## config.mk

```make
export PLATFORM = sky130hd
export DESIGN_NAME = cnn_result_collector
export DESIGN_NICKNAME = d
export VERILOG_FILES = /design/src/rtl/cnn_result_collector.sv
export SDC_FILE = /design/constraint.sdc
export NUM_CORES = 1
export LEC_CHECK = 0
export CAP_MARGIN = 20
export CORE_MARGIN = 2
export CORE_UTILIZATION = 35
export DETAILED_ROUTE_END_ITERATION = 16
export HOLD_SLACK_MARGIN = 0.06
export MAX_ROUTING_LAYER = met4
export PLACE_DENSITY_LB_ADDON = 0.1
export SYNTH_ARGS = -nofsm -noshare
export SYNTH_HDL_FRONTEND = slang
export SYNTH_SLANG_ARGS = --single-unit
export TNS_END_PERCENT = 50
```

## constraint.sdc

```tcl
create_clock -name clk -period 3.2 [get_ports clk]
set_clock_uncertainty 0.05 [all_clocks]
set_input_delay 0.64 -clock clk [delete_from_list [all_inputs] [get_ports clk]]
set_output_delay 0.64 -clock clk [all_outputs]
set_load 0.05 [all_outputs]
```

## src/rtl/cnn_result_collector.sv

```systemverilog
// Result collector for the CNN engine: edge-detects eng_done, queues {img_idx, class} records,
// and tracks sticky errors. Define RESULT_HIST_EN to build the per-class saturating histogram.
module cnn_result_collector #(
    parameter int DEPTH       = 8,
    parameter int CNT_W       = 16,
    parameter int NUM_CLASSES = 10
) (
    input  logic                     clk,
    input  logic                     reset,
    input  logic                     eng_done,
    input  logic [3:0]               eng_class,
    input  logic [4:0]               eng_img_idx,
    input  logic                     rd_en,
    output logic                     rd_valid,
    output logic [8:0]               rd_data,
    output logic                     fifo_empty,
    output logic                     fifo_full,
    output logic [$clog2(DEPTH):0]   fifo_count,
    input  logic                     clear,
    input  logic [3:0]               hist_sel,
    output logic [CNT_W-1:0]         hist_count,
    output logic                     ovf_err,
    output logic                     cls_err
);

    localparam int AW = $clog2(DEPTH);
    localparam int CW = AW + 1;
    localparam logic [CW-1:0] DEPTH_C   = CW'(DEPTH);
    localparam logic [3:0]    NUM_CLS_C = 4'(NUM_CLASSES);

    logic           clr;
    logic           push_evt;
    logic           cls_ok;
    logic           pop_ok;
    logic           push_ok;
    logic           drop;

    logic           prev_done_q;
    logic [AW-1:0]  wr_ptr_q, wr_ptr_d;
    logic [AW-1:0]  rd_ptr_q, rd_ptr_d;
    logic [CW-1:0]  count_q, count_d;
    logic           empty_q, full_q;
    logic           rd_valid_q;
    logic [8:0]     rd_data_q;
    logic           ovf_q, cls_q;
    logic [8:0]     mem [DEPTH];

    assign clr      = reset | clear;
    assign push_evt = eng_done & ~prev_done_q;
    assign cls_ok   = (eng_class < NUM_CLS_C);
    assign pop_ok   = rd_en & (count_q != '0);
    // A pop in the same cycle frees the slot, so a full FIFO still accepts the push.
    assign push_ok  = push_evt & cls_ok & (~full_q | pop_ok);
    assign drop     = push_evt & cls_ok & full_q & ~pop_ok;

    always_comb begin
        wr_ptr_d = wr_ptr_q;
        rd_ptr_d = rd_ptr_q;
        count_d  = count_q;
        if (push_ok) wr_ptr_d = wr_ptr_q + AW'(1);
        if (pop_ok)  rd_ptr_d = rd_ptr_q + AW'(1);
        case ({push_ok, pop_ok})
            2'b10:   count_d = count_q + CW'(1);
            2'b01:   count_d = count_q - CW'(1);
            default: count_d = count_q;
        endcase
    end

    always_ff @(posedge clk) begin
        if (clr) begin
            prev_done_q <= 1'b0;
            wr_ptr_q    <= '0;
            rd_ptr_q    <= '0;
            count_q     <= '0;
            empty_q     <= 1'b1;
            full_q      <= 1'b0;
            rd_valid_q  <= 1'b0;
            rd_data_q   <= '0;
            ovf_q       <= 1'b0;
            cls_q       <= 1'b0;
        end else begin
            prev_done_q <= eng_done;
            wr_ptr_q    <= wr_ptr_d;
            rd_ptr_q    <= rd_ptr_d;
            count_q     <= count_d;
            empty_q     <= (count_d == '0);
            full_q      <= (count_d == DEPTH_C);
            rd_valid_q  <= pop_ok;
            if (pop_ok) rd_data_q <= mem[rd_ptr_q];
            if (drop) ovf_q <= 1'b1;
            if (push_evt && !cls_ok) cls_q <= 1'b1;
        end
    end

    // Storage has no reset so it maps onto block RAM; the read above sees the pre-write value.
    always_ff @(posedge clk) begin
        if (push_ok && !clr) mem[wr_ptr_q] <= {eng_img_idx, eng_class};
    end

    assign rd_valid   = rd_valid_q;
    assign rd_data    = rd_data_q;
    assign fifo_empty = empty_q;
    assign fifo_full  = full_q;
    assign fifo_count = count_q;
    assign ovf_err    = ovf_q;
    assign cls_err    = cls_q;

`ifdef RESULT_HIST_EN
    logic                hist_hit;
    logic [CNT_W-1:0]    cnt_vec [NUM_CLASSES];
    logic [CNT_W-1:0]    hist_d;
    logic [CNT_W-1:0]    hist_q;

    // Dropped results still count; only invalid class codes are excluded.
    assign hist_hit = push_evt & cls_ok;

    generate
        for (genvar gi = 0; gi < NUM_CLASSES; gi++) begin : g_cls
            logic [CNT_W-1:0] cnt_q;
            always_ff @(posedge clk) begin
                if (clr) begin
                    cnt_q <= '0;
                end else if (hist_hit && (eng_class == 4'(gi)) && (cnt_q != '1)) begin
                    cnt_q <= cnt_q + CNT_W'(1);
                end
            end
            assign cnt_vec[gi] = cnt_q;
        end
    endgenerate

    always_comb begin
        hist_d = '0;
        for (int i = 0; i < NUM_CLASSES; i++) begin
            if (hist_sel == 4'(i)) hist_d = cnt_vec[i];
        end
    end

    always_ff @(posedge clk) begin
        if (clr) hist_q <= '0;
        else     hist_q <= hist_d;
    end

    assign hist_count = hist_q;
`else
    logic unused_hist_sel;
    assign unused_hist_sel = ^hist_sel;
    assign hist_count      = '0;
`endif

endmodule

```

==> impl_results.md <==
* Slew margin rel. at 48.99%
* Clock net sink count at 97
* Fin crit share at 93.49%
* Ant. Diodes at 0
* Via density at 4.765
* Power per cell area at 538.4 nW/um^2
* EDFF count, synth at 72
* Routability cong. at 0.8305
* # rows at 39
* Crit path capture type: flop
* Pre-antenna DRT Iters at 4
* Clock root cell: clkbuf_16
* Clk Latency, worst-skew pair at 0.34 ns
* CP startpoint kind: primary input
* WL/cell at 16.48 um
* Die H at 111.0 um
* Place WS at -0.1518 ns
* Crit-path max FO at 4
* Congestion Overflow GR at 0
* Starting Density at 35.42%
* HPWL Detailed at 5130 um
* Count of pins over their slew limit at 0
* Status: finished, final reports clean
* Peak VDD IR at 327.3 uV
* Tmin final at 2.992 ns
* Die ar. at 12330 um^2
* Non-filler cells, final at 468
* Count leader, synth: edfxtp_1
* Htree depth at 3
* Pleak at 1.678 nW
* Syn Inst Count at 258
* CTS tree: built
* Number of synthesis warnings at 0
* Pin count of the biggest net entering global routing at 22
* Area grow syn2layout at 23.03%
* Synth unique cells at 41
* Vias in the first global route at 2223
* Slew @ Worst Pin at 0.7641 ns
* Req. time, crit path at 3.41 ns
* Hold WC Path Type: flop to flop
* Fraction of layout cells with a size suffix above 1 at 23.08%
* Average cell area after synthesis at 15.54 um^2
* Die X at 111.0 um
* Final nets at 344
* Initial DRC Count at 88
* Vias post-DR at 2230
* Total CTS buffers at 9
* Max cap viols at 0
* Gr usage total at 13.68%
* Core Util, Final at 43.58%
* Hold Vio Cnt, Final at 0
* Fmax at 0.3342 GHz
* Dominant cells by area after synthesis: edfxtp_1 54%, dfxtp_1 12%, mux4_2 10%
* First-pass GRT wire length at 12230 um
* Setup TNS at 0 ns
* Final Setup Violations at 0
* Port bufs at 31
* Top FF cell, synth: edfxtp_1
* #FFs+latches synth at 97
* Post-CTS setup buffers at 0
* Final setup margin at 0.2082 ns
* Clk buf depth at 2
* FFs w/ async S/R, synth at 0%
* Worst path arrival time at 3.20 ns
* Critical path class: primary input to flop
* # DRC at 0
* Clock-pin slew on the worst setup and hold paths at 0.07 ns
* Post-DRT Antenna Nets at 0
* Initial antenna violation count at 0
* Syn Std Cell Area at 4010 um^2
* Placeable core region at 11320 um^2
* I/O Pins at 52
* Drt total wl at 7714 um
* Top-area cell type share of the netlist area at 53.92%
* Seq/Total Area, Yosys at 66.40%
* Commonest cells in the netlist: 72 x edfxtp_1, 25 x dfxtp_1, 22 x nor2_1
* Cell taking the most area after synthesis: edfxtp_1
* # placed instances at 452
[layout by cell type (no fill, tap or decap), types with 2 or more instances in the layout]
cell             instances
edfxtp_1                72
buf_4                   32
clkdlybuf4s50_1         31
dfxtp_1                 25
nor2_1                  22
mux4_2                  18
conb_1                  16
a21oi_1                 14
mux2i_1                 13
o21ai_1                  9
clkbuf_16                9
nand2_1                  7
inv_1                    6
ha_1                     5
nand2b_1                 4
nor3_1                   4
xnor2_1                  3
or2_2                    2
xor2_1                   2
and2_1                   2
a211oi_1                 2
o21ai_0                  2
a31oi_1                  2
clkinv_4                 2
inv_8                    2
[per-layer routing]
layer / track usage, % / share of wire, % / up-vias
met4: 4.444 / 1.0 / 0
li1: - / - / 1066
met5: - / 0 / -
met3: 3.609 / 3.3 / 4
met2: 21.76 / 49 / 40
met1: 17.28 / 47 / 1120
[worst max-delay path, stage by stage]
cell             delay, ns
clkdlybuf4s50_1       0.48
o21a_2                0.27
a211oi_4              0.24
inv_1                 0.07
ha_1                  0.19
buf_4                 0.15
ha_1                  0.31
a21oi_1               0.18
a21oi_1               0.10
nor3_1                0.21
buf_4                 0.16
mux2i_1               0.21
[where the power goes]
part / leakage, nW / total (W) / internal, W / switching, W
registers: 0.850 / 0.00136 / 0.00136 / 0.00000723
clock network: 0.150 / 0.00111 / 0.000622 / 0.000483
logic: 0.678 / 0.000187 / 0.0000647 / 0.000122
total: 1.68 / 0.00266 / 0.00204 / 0.000612
[cells by family (layout without fill, tap and decap cells)]
kind of cell / count (synthesis) / count (layout) / share of synthesized area, %
buffers and inverters: 34 / 86 / 5.023
AOI/OAI and AO/OA: 36 / 36 / 6.116
and+or+nand+nor: 48 / 48 / 5.866
muxes: 31 / 31 / 13.35
DFF: 97 / 97 / 66.40
xor gates and xnor gates: 5 / 5 / 1.092
other: 1 / 16 / 0.09351
adders and majority gates: 6 / 6 / 2.059
[layout make-up]
type | instances | area [um^2]
clock buffers | 9 | 225.2
fillers | 1047 | 6387
multi-input cells | 142 | 1204
well taps | 143 | 178.9
clock inverters | 7 | 86.33
flip-flops and latches | 97 | 2663
repair buffers | 63 | 550.5
inverters | 7 | 26.28
[registers in the layout, indices dropped and copies added, names as in the netlist, 3 cells and up]
register    count
rd_data         9
wr_ptr_q        3
fifo_count      4
mem            72
rd_ptr_q        3
[worst paths after layout]
| path | from | to | slack, ns | cells past startpoint |
|---|---|---|---|---|
| min | cls_err | cls_err | 0.43 | 2 |
| max reg2reg | fifo_count[0] | fifo_full | 0.41 | 11 |
| max | eng_class[1] | fifo_full | 0.21 | 12 |
| min reg2reg | cls_err | cls_err | 0.43 | 2 |
[stage by stage]
step | area [um^2] | hold slack (ns) | total power, W
2_1_floorplan | 4066 | 0.4433 | 0.001528
6_report | 4933 | 0.4264 | 0.002656
5_1_grt | 4933 | 0.4726 | 0.002753
4_1_cts | 4932 | 0.4356 | 0.002699
3_3_place_gp | 4621 | 0.4086 | 0.001580
3_5_place_dp | 4621 | 0.4236 | 0.001581
[timing repair]
action	4_1_cts	5_1_grt
gates resized for setup	0	1
endpoints found under the setup margin	0	1
hold buffers	0	0
No activity file was read; power rests on OpenSTA's default activity.
